$ cat src/rtl/joy_serial_scanner.sv
`default_nettype none
// ============================================================================
// Module      : joy_serial_scanner
// Description : Scans two DB9 joysticks through an external 16-bit
//               parallel-in/serial-out shift register. Generates the load
//               strobe and shift clock, captures one 16-bit frame per scan
//               and publishes joystick state only after two consecutive
//               identical frames (glitch filter).
// Revision    : 1.0 - initial release
// ============================================================================
module joy_serial_scanner #(
    parameter int CLKDIV = 8
) (
    input  logic       clk,
    input  logic       rst_n,
    input  logic       enable,
    input  logic       joy_data,
    output logic       joy_load_n,
    output logic       joy_clk,
    output logic [5:0] db9joy1_out,
    output logic [5:0] db9joy2_out,
    output logic       frame_done,
    output logic       busy
);

    localparam logic [7:0] c_TICK_LAST = 8'(CLKDIV - 1);
    localparam logic [3:0] c_BIT_LAST  = 4'd15;

    typedef enum logic [2:0] {
        S_IDLE   = 3'd0,
        S_LOAD   = 3'd1,
        S_SAMPLE = 3'd2,
        S_CLKHI  = 3'd3,
        S_UPDATE = 3'd4
    } state_t;

    state_t      r_state;
    logic [7:0]  r_tick_cnt;
    logic [3:0]  r_bit_cnt;
    logic [15:0] r_shift;
    logic [11:0] r_prev_frame;
    logic [1:0]  r_sync;
    logic        w_tick;
    logic        w_data_s;
    logic [11:0] w_frame;

    assign w_tick   = (r_tick_cnt == c_TICK_LAST);
    assign w_data_s = r_sync[1];
    // Only the twelve bits carrying joystick buttons take part in filtering
    assign w_frame  = {r_shift[15:10], r_shift[7:2]};

    // Free-running divider; every phase of the scan lasts one full period
    always_ff @(posedge clk or negedge rst_n) begin
        if (!rst_n) begin
            r_tick_cnt <= 8'd0;
        end else if (w_tick) begin
            r_tick_cnt <= 8'd0;
        end else begin
            r_tick_cnt <= r_tick_cnt + 8'd1;
        end
    end

    // Two-flop synchroniser for the asynchronous serial input
    always_ff @(posedge clk or negedge rst_n) begin
        if (!rst_n) begin
            r_sync <= 2'b11;
        end else begin
            r_sync <= {r_sync[0], joy_data};
        end
    end

    // Scan sequencer with all outputs registered on state transitions
    always_ff @(posedge clk or negedge rst_n) begin
        if (!rst_n) begin
            r_state      <= S_IDLE;
            r_bit_cnt    <= 4'd0;
            r_shift      <= 16'hFFFF;
            r_prev_frame <= 12'hFFF;
            joy_load_n   <= 1'b1;
            joy_clk      <= 1'b0;
            db9joy1_out  <= 6'h3F;
            db9joy2_out  <= 6'h3F;
            frame_done   <= 1'b0;
            busy         <= 1'b0;
        end else begin
            frame_done <= 1'b0;
            case (r_state)
                S_IDLE: begin
                    joy_load_n <= 1'b1;
                    joy_clk    <= 1'b0;
                    if (w_tick && enable) begin
                        r_state    <= S_LOAD;
                        joy_load_n <= 1'b0;
                        busy       <= 1'b1;
                    end
                end
                S_LOAD: begin
                    if (w_tick) begin
                        r_state    <= S_SAMPLE;
                        joy_load_n <= 1'b1;
                        r_bit_cnt  <= 4'd0;
                    end
                end
                S_SAMPLE: begin
                    if (w_tick) begin
                        r_shift <= {r_shift[14:0], w_data_s};
                        r_state <= S_CLKHI;
                        joy_clk <= 1'b1;
                    end
                end
                S_CLKHI: begin
                    if (w_tick) begin
                        joy_clk <= 1'b0;
                        if (r_bit_cnt == c_BIT_LAST) begin
                            r_state    <= S_UPDATE;
                            frame_done <= 1'b1;
                        end else begin
                            r_bit_cnt <= r_bit_cnt + 4'd1;
                            r_state   <= S_SAMPLE;
                        end
                    end
                end
                S_UPDATE: begin
                    // Publish only when the frame repeats; always remember it
                    if (w_frame == r_prev_frame) begin
                        db9joy1_out <= w_frame[11:6];
                        db9joy2_out <= w_frame[5:0];
                    end
                    r_prev_frame <= w_frame;
                    r_state      <= S_IDLE;
                    busy         <= 1'b0;
                end
                default: begin
                    r_state    <= S_IDLE;
                    joy_load_n <= 1'b1;
                    joy_clk    <= 1'b0;
                    busy       <= 1'b0;
                end
            endcase
        end
    end

endmodule
`default_nettype wire

$ cat config.mk
export PLATFORM = sky130hd
export DESIGN_NAME = joy_serial_scanner
export DESIGN_NICKNAME = d
export VERILOG_FILES = /design/src/rtl/joy_serial_scanner.sv
export SDC_FILE = /design/constraint.sdc
export NUM_CORES = 1
export LEC_CHECK = 0
export CELL_PAD_IN_SITES_DETAIL_PLACEMENT = 1
export CELL_PAD_IN_SITES_GLOBAL_PLACEMENT = 2
export CORE_ASPECT_RATIO = 1.2
export CORE_MARGIN = 3
export CORE_UTILIZATION = 44
export CTS_CLUSTER_SIZE = 12
export DETAILED_ROUTE_END_ITERATION = 16
export PLACE_DENSITY = 0.88
export SLEW_MARGIN = 20
export SYNTH_ARGS = -nofsm -noshare
export SYNTH_HDL_FRONTEND = slang
export SYNTH_SLANG_ARGS = --single-unit
$ cat constraint.sdc
create_clock -name clk -period 3.6 [get_ports clk]
set_input_delay 1.08 -clock clk [delete_from_list [all_inputs] [get_ports clk]]
set_output_delay 1.08 -clock clk [all_outputs]
set_load 0.05 [all_outputs]
==> results of run 1 <==
-- synthesized netlist by cell type, types with 3 or more instances --
cell,n
nor3_1,5
xnor2_1,17
o21ai_0,5
dfrtp_1,18
nand2_1,8
dfstp_2,43
mux2_2,40
clkbuf_1,3
a21oi_1,3
nor2_1,4
nand4_1,5
nand3_1,5
a31oi_1,3
-- power by group through the flow --
stage	logic, W	registers, W	clock network [W]
after global placement	0.0000202	0.000705	0
after floorplan	0.00000246	0.000705	0
after global routing	0.0000235	0.000695	0.000585
final	0.0000203	0.000695	0.000532
after detailed placement	0.0000215	0.000706	0
after CTS	0.0000216	0.000695	0.000545
-- placed cells by master, fill, tap and decap left out, types with 2 or more instances in the layout --
cell type         n
dfstp_2          43
nand2b_1          2
clkinv_2          2
nor3_1            5
clkdlybuf4s50_1  18
clkbuf_1          3
clkbuf_8         11
o21ai_0           5
inv_1             2
nand4_1           5
ha_1              2
nand2_1           8
mux2_2           40
nor2b_1           2
nor2_1            4
nor3_4            2
and2_2            2
a31oi_1           3
a21oi_1           3
buf_4             4
nand3_1           5
dfrtp_1          18
xnor2_1          17
-- routing by layer --
| layer | global-route usage (%) | vias up |
|---|---|---|
| met5 | 0 | - |
| met4 | 7.12 | 0 |
| met3 | 4.37 | 6 |
| met2 | 28.7 | 19 |
| met1 | 19.7 | 833 |
| li1 | - | 731 |
-- flip-flops by register name, indices dropped and copies added (netlist names) --
| signal | flops |
|---|---|
| db9joy1_out | 6 |
| db9joy2_out | 6 |
| r_prev_frame | 12 |
| r_sync | 2 |
| frame_done | 1 |
| joy_load_n | 1 |
| r_tick_cnt | 8 |
| joy_clk | 1 |
| busy | 1 |
| r_state | 3 |
| r_shift | 16 |
| r_bit_cnt | 4 |
-- path summary, 6_finish.rpt --
path,from,to,slack [ns],cells past startpoint
min in group asynchronous,rst_n,joy_clk,0.67,1
max in group asynchronous,rst_n,db9joy2_out[3],2.25,2
setup reg to reg,r_tick_cnt[0],r_shift[5],1.33,5
hold / removal,r_sync[0],r_sync[1],0.36,0
setup / recovery,joy_load_n,joy_load_n,0.84,1
hold reg to reg,r_sync[0],r_sync[1],0.36,0
-- cell type report --
| cell class | instances | area (sq um) | share of cell area [%] |
|---|---|---|---|
| Tap cell | 80 | 100 | 3.21 |
| Sequential cell | 61 | 1580 | 50.7 |
| Multi-Input combinational cell | 121 | 1040 | 33.4 |
| Timing Repair Buffer | 23 | 215 | 6.90 |
| Clock buffer | 14 | 163 | 5.22 |
| Inverter | 2 | 7.51 | 0.241 |
| Clock inverter | 2 | 10.0 | 0.321 |
-- through the flow --
| stage | std cells | hold slack [ns] | setup slack [ns] | cell area (sq um) |
|---|---|---|---|---|
| 6_report | 303 | 0.359 | 0.840 | 3120 |
| 5_1_grt | 303 | 0.365 | 0.795 | 3120 |
| 4_1_cts | 303 | 0.358 | 0.826 | 3120 |
| 3_5_place_dp | 287 | 0.349 | 1.19 | 2950 |
| 3_3_place_gp | 287 | 0.348 | 1.20 | 2950 |
| 2_1_floorplan | 191 | 0.345 | 1.78 | 2680 |
-- cell families after synthesis --
logic type      Yosys count  share of synthesized area, %
fa+ha+maj                 2                         0.933
xor+xnor                 18                          5.88
buf+inv                   9                          2.24
compound gates           17                          4.10
mux                      41                          17.2
simple gates             43                          10.8
flops                    61                          58.9
==> summary.txt, run 1 <==
Timing
  – Worst clock skew: 0.00673 ns
  – Max transition margin: 44.7%
  – Fin crit period: 2.76 ns
  – Final period util: approximately three quarters
  – F_max: around 360 MHz
  – Pins Over Slew Limit: 0
  – Setup Viol. Count Final: 0
  – Slew at the pin closest to its max-slew limit: 0.827 ns
  – RSZ-0062 raised after global routing: no
  – Sum of negative setup slack: 0 ns
  – Hold Violations, Final: 0

Clock network
  – CTS resizes: 0
  – # H-tree levels: 3
  – Cts hold-fix bufs: 0
  – CTS sink cnt: 61
  – CTS clock-pin slew for the worst setup and hold paths: 0.06 ns
  – Postcts setup bufs: 0
  – Clock Tree Root: clkbuf_8
  – TritonCTS buffer count: 9
  – CTS max path bufs: 2
  – Skew-Pair Late Insertion Delay: 0.33 ns
  – CTS tree: yes

Route
  – Iter 0 DRT Violations: 44
  – Wirelength, routed: 5.29 mm
  – Via Count: 1589
  – Vias per inst: 5.24
  – Pre-Repair DR Iteration Count: 4
  – Highest Signal Layer: met4
  – Antenna-violating nets left: 0
  – Avg WL per Cell: 17.5 um
  – WL met1: 2.25 mm
  – DRC: 0
  – Met3 WL: 143 um
  – Met2 WL: 2.82 mm

Yosys
  – Top cells by area, synth: dfstp_2 (42%), dfrtp_1 (17%), mux2_2 (17%), xnor2_1 (5.6%), nor3_4 (1.2%)
  – Synth area leader: dfstp_2
  – Ys flop type: dfstp_2
  – Seq/Total Area, Yosys: 58.9%
  – Post-Synthesis Net Count: 197
  – Syn Inst Count: 191
  – Post-synth EDFFs: 0
  – Synth warn: 0
  – Synthesized cell area: 0.00268 sq mm
  – Async SR Flop Fraction: 100%
  – Distinct cells, synth: 39
  – Number of synthesized register bits: 61
  – Syn_area_per_cell: about 14 sq um
  – Share of the synthesized area in the top cell type: 42.1%

Critical path
  – CP max stage delay: approximately 0.80 ns
  – Buf/Inv on CP: 1
  – Worst Path Max Fanout: 3
  – Worst setup EP type: primary output
  – Arrival @ worst endpoint: 1.68 ns
  – Critical path class: reg2out
  – CP delay by family, top: buffers and inverters
  – Worst path slowest cell: clkdlybuf4s50_1
  – Critical Path RT: 2.52 ns
  – Worst setup SP type: register
  – Critical path, cell by cell: clkdlybuf4s50_1

Power
  – Power per cell area: 400 mW/mm^2
  – Switching share of power: 21.0%
  – Clock network fraction of design power: 42.6%
  – Internal cell power: just under 0.001 W
  – Worst VDD drop: approximately 0.00022 V
  – Switching power: 0.000262 W
  – Comb pwr share: approximately 1.6%
  – Flop pwr share: 55.7%
  – Pwr Total: ~0.0012 W
  – P_leak: 1.27 nW

Floorplanning
  – Core Area: between 0.005 and 0.006 sq mm
  – # IOs: 20
  – Die width: between 70 and 80 um
  – Die Height: 91.5 um
  – Die area: 0.00707 sq mm
  – Effective utilization at floorplan: between 40% and 50%
  – Cell Rows: 30

Finish
  – Total inserted antenna cells: 0
  – Layout cells sized above 1: 49.8%
  – Final Net Count: 224
  – Fillers: 596
  – Final Util: 53.9%
  – Area delta synth->final: 16.2%

Global routing
  – First-pass GRT wire length: 9.07 mm
  – Total gr overflow: 0
  – Vias in the first global route: ~1800
  – Total track usage: between 10% and 20%
  – Pin count of the biggest net entering global routing: 26
  – Initial antenna violation count: 0

Place
  – Dpl hpwl: between 3 and 4 mm
  – # port buffers: 19
  – Routability cong.: 0.844

Outcome
  – Status: finished, final reports clean

Worst hold path
  – Min-delay worst type: reg2reg

Flow run
  – Number of max-cap violations: 0
(Power assumes the default switching activity.)
==> run 2: changes to the inputs <==
CORE_UTILIZATION = 41   (was 44)
PLACE_DENSITY = 0.83   (was 0.88)
clock period = 2.6 ns   (was 3.6 ns; I/O delays follow)
==> run 2 against run 1 <==
- flip-flop and latch count is the same
- via count shrank 0.50%
- critical path type unchanged
- register-to-register slack lost 0.69 ns
- worst setup slack lost 0.70 ns
- die area grew 6.8%
==> summary.txt, run 2 (synthesis gave the netlist of run 1 again) <==
Outcome
  – Status: finished, final reports clean

Timing
  – Worst clock skew: 0.00941 ns (+0.00268 ns)
  – Max transition margin: 58.7% (+14 points)
  – F_max: 406 MHz
  – Setup Viol. Count Final: 0 (unchanged)
  – Pins Over Slew Limit: 0 (unchanged)
  – Final period util: 94.7%
  – Hold Violations, Final: 0 (unchanged)
  – Slew at the pin closest to its max-slew limit: 0.619 ns (-0.208 ns)
  – Sum of negative setup slack: 0 ns (unchanged)
  – Fin crit period: 2.46 ns
  – RSZ-0062 raised after global routing: no

Power
  – Switching share of power: 20.1% (-0.89 points)
  – Comb pwr share: 1.5% (about the same)
  – Clock network fraction of design power: 47.4% (+4.8 points)
  – Worst VDD drop: 0.000319 V (+43%)
  – Power per cell area: 593 mW/mm^2 (+48%)
  – Switching power: 0.000379 W (+45%)
  – Flop pwr share: 51.1% (-4.6 points)
  – Internal cell power: 0.00150 W (+53%)
  – P_leak: 1.30 nW (+2.1%)

Global routing
  – Total track usage: 15.6% (-1.1 points)
  – Total gr overflow: 0 (unchanged)
  – Met1 usage: 18.5% (-1.2 points)
  – Grt met2 use: 26.9% (-1.8 points)
  – Pin count of the biggest net entering global routing: 35 (+35%)
  – GR peak layer: met2
  – Initial antenna violation count: 0 (unchanged)
  – Met3 track demand over resource: 4.20% (-0.17 points)
  – First-pass GRT wire length: 8.88 mm (-2.1%)
  – Vias in the first global route: 1787 (-0.33%)

Critical path
  – Worst setup SP type: register
  – Worst setup EP type: primary output
  – CP delay by family, top: buffers and inverters
  – Buf/Inv on CP: 1 (unchanged)
  – Worst Path Max Fanout: 3 (unchanged)
  – Critical Path RT: 1.82 ns (-0.70 ns)
  – Critical path, cell by cell: clkdlybuf4s50_1
  – Critical path class: reg2out
  – Worst path slowest cell: clkdlybuf4s50_1
  – Arrival @ worst endpoint: 1.68 ns (about the same)
  – CP max stage delay: 0.80 ns (about the same)

Finish
  – Total inserted antenna cells: 0 (unchanged)
  – Design area: 0.00317 sq mm (+1.8%)
  – Most common cell after layout, fill and taps aside: dfstp_2
  – Layout cells sized above 1: 50.4% (+0.67 points)
  – Max reg flops: 16 (unchanged)
  – Top reg by flops: r_shift
  – Largest regs: r_shift x16, r_prev_frame x12, r_tick_cnt x8
  – Final cell count without fillers: 306 (+0.99%)
  – Final Net Count: 225 (+0.45%)
  – Most frequent cells in the layout: dfstp_2 (43), mux2_2 (40), dfrtp_1 (18), clkdlybuf4s50_1 (18), xnor2_1 (17)
  – Fillers: 631 (+5.9%)
  – FF+latch area: 0.00158 sq mm (unchanged)
  – Multi-input logic area: 0.00104 sq mm (unchanged)
  – Area delta synth->final: 18.3%

Route
  – Iter 0 DRT Violations: 55 (+25%)
  – Vias per inst: 5.17 (-1.5%)
  – Wirelength, routed: 5.13 mm (-3.0%)
  – Antenna-violating nets left: 0 (unchanged)
  – Pre-Repair DR Iteration Count: 3 (-1)
  – DRC: 0 (unchanged)
  – Via Count: 1581 (-0.50%)
  – Avg WL per Cell: 16.8 um (-3.9%)

Floorplanning
  – Cell Rows: 31 (+3.3%)
  – Die Height: 94.6 um (+3.4%)
  – # IOs: 20 (unchanged)
  – Die width: 79.8 um (+3.3%)
  – Core Area: 0.00621 sq mm (+7.4%)
  – Die area: 0.00755 sq mm (+6.8%)
  – Effective utilization at floorplan: 43.2% (-3.2 points)

Place
  – # port buffers: 19 (unchanged)
  – Routability cong.: 0.779 (-7.6%)
  – Dpl hpwl: 3.67 mm (-2.3%)
  – DP Cell Count: 290 (+1.0%)
  – Post-place instance area: 0.00297 sq mm (+0.76%)

Clock network
  – Postcts setup bufs: 0 (unchanged)
  – CTS resizes: 0 (unchanged)
  – CTS clock-pin slew for the worst setup and hold paths: 0.06 ns (about the same)
  – Skew-Pair Late Insertion Delay: 0.33 ns (about the same)
  – CTS max path bufs: 2 (unchanged)
  – CTS tree: yes
  – Cts hold-fix bufs: 0 (unchanged)
  – Clock Tree Root: clkbuf_8
  – TritonCTS buffer count: 9 (unchanged)
  – # H-tree levels: 3 (unchanged)
  – CTS sink cnt: 61 (unchanged)

Worst hold path
  – Min-delay worst type: reg2reg

Flow run
  – Number of max-cap violations: 0 (unchanged)
run 2: routing by layer:
layer	up-vias	wire length (um)	share of wire, %
li1	734	-	-
met1	817	2170	42
met2	21	2750	54
met3	9	129	2.5
met4	0	81	1.6
met5	-	0	0
run 2: final cells by class:
class	instances	share of cell area, %
clock buffer	11	4.14
clock inverter	5	2.37
inverter	2	0.237
multi-input combinational	121	32.8
sequential	61	49.8
tap	82	3.23
timing repair buffer	24	7.41
run 2: path summary, 6_finish.rpt:
kind,startpoint,end,slack (ns),cells after the start
max in group asynchronous,rst_n,joy_load_n,1.47,2
worst min register to register,r_sync[0],r_sync[1],0.36,0
min in group asynchronous,rst_n,db9joy2_out[4],0.81,1
worst max register to register,r_tick_cnt[0],r_shift[11],0.64,6
worst max-delay path,joy_load_n,joy_load_n,0.14,1
worst min-delay path,r_sync[0],r_sync[1],0.36,0
run 2: metrics by stage:
stage	total power [W]	utilization [%]	worst slack (ns)	hold slack, ns
2_1_floorplan	0.000979	-	0.784	0.345
3_3_place_gp	0.00100	47.8	0.500	0.347
3_5_place_dp	0.00101	47.8	0.492	0.351
4_1_cts	0.00191	51.1	0.118	0.361
5_1_grt	0.00197	51.1	0.0859	0.365
6_report	0.00188	51.1	0.137	0.358
run 2: power by group through the flow:
stage | Clock, W | Sequential [W] | Combinational, W
after floorplan | 0 | 0.000976 | 0.00000340
after global placement | 0 | 0.000976 | 0.0000286
after detailed placement | 0 | 0.000977 | 0.0000305
after CTS | 0.000920 | 0.000962 | 0.0000304
after global routing | 0.000972 | 0.000962 | 0.0000332
final | 0.000892 | 0.000962 | 0.0000290
==> run 3: changes to the inputs <==
ABC_CLOCK_PERIOD_IN_PS = 2600   (was unset)
==> results of run 3 <==
The final DEF is identical to that of run 2; final timing and power are the same.
==> edit 1 (settings of run 1) <==
Reset style: synchronous (`rst_n`), changed in 3 clocked blocks. Comments in the files are not updated.
--- a/src/rtl/joy_serial_scanner.sv
+++ b/src/rtl/joy_serial_scanner.sv
@@ -50,7 +50,7 @@
     assign w_frame  = {r_shift[15:10], r_shift[7:2]};
 
     // Free-running divider; every phase of the scan lasts one full period
-    always_ff @(posedge clk or negedge rst_n) begin
+    always_ff @(posedge clk) begin
         if (!rst_n) begin
             r_tick_cnt <= 8'd0;
         end else if (w_tick) begin
@@ -61,7 +61,7 @@
     end
 
     // Two-flop synchroniser for the asynchronous serial input
-    always_ff @(posedge clk or negedge rst_n) begin
+    always_ff @(posedge clk) begin
         if (!rst_n) begin
             r_sync <= 2'b11;
         end else begin
@@ -70,7 +70,7 @@
     end
 
     // Scan sequencer with all outputs registered on state transitions
-    always_ff @(posedge clk or negedge rst_n) begin
+    always_ff @(posedge clk) begin
         if (!rst_n) begin
             r_state      <= S_IDLE;
             r_bit_cnt    <= 4'd0;
Behaviour: differs if rst_n is asserted again (counterexample within 10 cycles, from zero or initial values and one cycle with rst_n low); with rst_n held inactive, the same outputs for 10 cycles.
==> edit 1 against run 1 <==
- design area decreased by 6.3%
- synthesized area down 5.9%
- power increased by 4.8%
- routed wire length is 11% higher
- combinational power increased by 18%
- setup slack improved by 72 ps
- clock power is 13% higher
- register-to-register slack improved by 140 ps
- sequential cell count stayed put
- highest routed layer unchanged
==> edit 1: results (changes against run 1) <==
| Metric | Value |
|---|---|
| Slew margin rel. | 49.8% (+5.1 points) |
| Vias in the first global route | 2052 (+14%) |
| Syn Inst Count | 275 (+44%) |
| LEAKAGE | 1.25 nW (-1.7%) |
| Synth top area cells | dfxtp_1 48%, o211ai_1 10%, nand2_1 5.5% |
| Final layout net count | 295 (+32%) |
| Post-DP HPWL | 4.09 mm (+9.0%) |
| First-pass GRT wire length | 9.87 mm (+8.8%) |
| RePlAce Congestion | 0.793 (-6.0%) |
| CTS Buf Count | 9 (unchanged) |
| Vias | 2039 (+28%) |
| Total wire length | 5.88 mm (+11%) |
| H-tree levels | 3 (unchanged) |
| Status | finished clean |
| Sequential-to-total area share from yosys stat | 48.4% (-11 points) |
| Largest net degree at the start of global routing | 46 (+77%) |
| CP max FO | 3 (unchanged) |
| Reg2Reg Setup Slack | 1470 ps (+140 ps) |
| DR iter-0 viols | 106 (+140%) |
| Post-CTS sizing | 0 (unchanged) |
| Placed insts | 340 (+18%) |
| Commonest cells in the netlist | 61 x dfxtp_1, 37 x nand2_1, 35 x o211ai_1 |
| Arrival @ worst endpoint | 1610 ps (-70 ps) |
| Max VDD drop | 201 µV (-9.3%) |
| Clk_skew | 5.85 ps (-0.874 ps) |
| Largest stage delay, worst path | 840 ps (+40 ps) |
| Clock insertion delay at the later pin of the skew report | 350 ps (+20 ps) |
| Ys flop type | dfxtp_1 |
| Gr usage total | 19.8% (+3.1 points) |
| Initial antenna violation count | 0 (unchanged) |
| Hold WS | 421 ps (+62.0 ps) |
| Vias/cell | 5.73 (+9.2%) |
| Fill cell count | 631 (+5.9%) |
| Asr flop ratio synth | 0% (-100 points) |
| Share of layout cells above drive strength 1 | 7.48% (-42 points) |
## edit 1: layer usage
| layer | vias up | routed length [µm] | track usage, % |
|---|---|---|---|
| met1 | 985 | 2640 | 23.5 |
| li1 | 1013 | - | - |
| met2 | 29 | 2970 | 33.4 |
| met4 | 0 | 130 | 11.0 |
| met5 | - | 0 | 0 |
| met3 | 12 | 138 | 3.82 |
## edit 1: layout make-up
cell class	instances	share of cell area [%]
multi-input combinational	181	39.7
clock buffer	12	4.97
timing repair buffer	23	7.54
clock inverter	4	1.63
inverter	13	1.67
tap	62	2.66
sequential	61	41.8
## edit 1: through the flow
step | instance area [µm²] | util (%) | setup WS, ps
after floorplan | 2520 | - | 1510
after global placement | 2730 | 50.5 | 1080
after detailed placement | 2730 | 50.5 | 1040
after CTS | 2920 | 54.0 | 913
after global routing | 2920 | 54.0 | 871
final | 2920 | 54.0 | 912
## edit 1: cell families (layout without fill, tap and decap cells)
logic type               Yosys count  after routing  synth area share (%)
adder cells (fa/ha/maj)            2              2                 0.991
multiplexers                       2              2                 0.793
buffers and inverters             33             52                  5.65
flip-flops                        61             61                  48.4
XOR/XNOR                          18             18                  6.25
AO/OA/AOI/OAI                     66             66                  19.3
AND/OR/NAND/NOR                   93             93                  18.6
## edit 1: worst paths after layout
path,from,endpoint,cells past startpoint
worst max-delay path,db9joy1_out[3],db9joy1_out[3],1
worst min-delay path,r_sync[0],r_sync[1],1
worst max register to register,r_tick_cnt[0],r_shift[2],6
worst min register to register,r_sync[0],r_sync[1],1
## edit 1: report_power, final
part / switching, mW / internal [mW] / total, mW
Sequential: 0.00267 / 0.679 / 0.681
Combinational: 0.0151 / 0.00874 / 0.0239
Clock: 0.265 / 0.336 / 0.601
Total: 0.283 / 1.02 / 1.31
==> edit 2 (settings of run 1) <==
Without the edit above. Set the parameter `CLKDIV` to 6 (it was 8).
--- a/src/rtl/joy_serial_scanner.sv
+++ b/src/rtl/joy_serial_scanner.sv
@@ -9,7 +9,7 @@
 // Revision    : 1.0 - initial release
 // ============================================================================
 module joy_serial_scanner #(
-    parameter int CLKDIV = 8
+    parameter int CLKDIV = 6
 ) (
     input  logic       clk,
     input  logic       rst_n,
Check against the original RTL: not equivalent (a bounded check fails within 10 cycles, from zero or initial values and one cycle with rst_n low).
==> edit 2 against run 1 <==
- die area up 0.21%
- setup slack lost 2.0 ps
- hold slack lost 7.3 ps
- design area is 0.56% higher
- synthesized area rose by 0.23%
- non-clock buffer count unchanged
- routed wire length is 1.2% higher
- via count is 0.44% lower
- power rose by 0.18%
- sequential cell count stayed put
- first-iteration DRC count increased by 9.1%
- critical endpoint unchanged
==> edit 2: results (changes against run 1) <==
| Metric | Value |
|---|---|
| Max VDD drop | 165 µV (-26%) |
| Gr usage total | 16.6% (-0.17 points) |
| Worst Setup SP | joy_load_n |
| Adder-Cell Fraction of Synth Area | 1.40% (+0.46 points) |
| Final layout net count | 226 (+0.89%) |
| Commonest cells in the netlist | 43 x dfstp_2, 31 x mux2_2, 18 x dfrtp_1 |
| Root buffer cell | clkbuf_8 |
| DR iter-0 viols | 48 (+9.1%) |
| Sequential-to-total area share from yosys stat | 58.8% (-0.14 points) |
| Fill cell count | 595 (-0.17%) |
| Share of layout cells above drive strength 1 | 46.9% (-2.9 points) |
| DRT Pass-1 Iters | 4 (unchanged) |
| Hold Path Sink | r_sync[1] |
| XOR/XNOR Fraction of Synth Area | 5.86% (-0.014 points) |
| Ant diodes | 0 (unchanged) |
| LEAKAGE | 1.28 nW (+0.95%) |
| Sw Ratio | 20.9% (-0.15 points) |
| First-pass GRT wire length | 9.04 mm (-0.37%) |
| Reg2Reg Setup Slack | 1090 ps (-240 ps) |
| Critical R2R Launch | r_tick_cnt[1] |
| Hold Path Stages | 0 (unchanged) |
| Largest net degree at the start of global routing | 41 (+58%) |
| Slew margin rel. | 40.0% (-4.7 points) |
| CP delay by family, top | buffers and inverters |
| Worst R2R Path Depth | 6 (+1) |
| Clk_skew | 6.54 ps (-0.190 ps) |
| Grt ovf | 0 (unchanged) |
| Ys Warns | 0 (unchanged) |
| Vias/cell | 5.20 (-0.77%) |
| Asr flop ratio synth | 100% (unchanged) |
| Total wire length | 5.35 mm (+1.2%) |
| Synthesized net count | 199 (+1.0%) |
| Worst-path clk slew | 70 ps |
| CTS Buf Count | 9 (unchanged) |
| Critical Path Slowest Stage Cell | clkdlybuf4s50_1 |
| Hold path startpoint | r_sync[0] |
| Synth top area cells | dfstp_2 42%, dfrtp_1 17%, mux2_2 13% |
| Library cells used by synthesis | 34 (-13%) |
| Vias in the first global route | 1803 (+0.56%) |
| Hold Crit Class | flop to flop |
| Status | finished clean |
| R2R Path End | r_shift[10] |
| Port Buffers | 19 (unchanged) |
| Mux contribution to synthesized area | 19.3% (+2.1 points) |
| RePlAce Congestion | 0.864 (+2.5%) |
| Compound-gate portion of the synthesized area | 3.21% (-0.89 points) |
| Post-DP HPWL | 3.65 mm (-2.7%) |
[edit 2: worst max-delay path by stage]
stage                        endpoint  cells after the start  slack [ps]
after floorplan           r_shift[10]                      8        1550
after global placement     joy_load_n                      1        1200
after detailed placement  r_shift[10]                      6        1080
after CTS                  joy_load_n                      1         810
after global routing       joy_load_n                      1         790
final                      joy_load_n                      1         840
[edit 2: logic make-up (layout without fill, tap and decap cells)]
kind of cell | Yosys count | in the layout
adders and majority gates | 3 | 3
xor gates and xnor gates | 18 | 18
muxes | 43 | 43
and+or+nand+nor | 43 | 43
DFF | 61 | 61
buffers and inverters | 11 | 43
AOI/OAI and AO/OA | 13 | 13
[edit 2: area by class of cell]
cell class              count  area, µm²  share of cell area [%]
well taps                  80        100                    3.19
clock inverters             1       5.00                   0.160
multi-input cells         120       1050                    33.6
inverters                   4       15.0                   0.479
repair buffers             23        215                    6.86
clock buffers              15        166                    5.31
flip-flops and latches     61       1580                    50.4
[edit 2: per-layer routing]
metal / wire length, µm / GRT usage (%)
met1: 2360 / 19.5
met2: 2800 / 28.7
met3: 122 / 2.75
met4: 74 / 8.90
met5: 0 / 0
[edit 2: power groups by stage]
stage	sequential (mW)	combinational [mW]	clock [mW]
global route	0.697	0.0248	0.580
global placement	0.707	0.0215	0
floorplan	0.706	0.00343	0
finish	0.697	0.0215	0.531
CTS	0.697	0.0228	0.551
detailed placement	0.707	0.0228	0
[edit 2: through the flow]
| step | setup WS [ps] | hold WS (ps) | cell area, µm² | power (mW) | std cells |
|---|---|---|---|---|---|
| floorplan | 1550 | 345 | 2690 | 0.710 | 192 |
| global placement | 1200 | 350 | 2960 | 0.728 | 288 |
| detailed placement | 1080 | 348 | 2960 | 0.730 | 288 |
| CTS | 810 | 357 | 3140 | 1.27 | 304 |
| global route | 790 | 362 | 3140 | 1.30 | 304 |
| finish | 838 | 351 | 3140 | 1.25 | 304 |
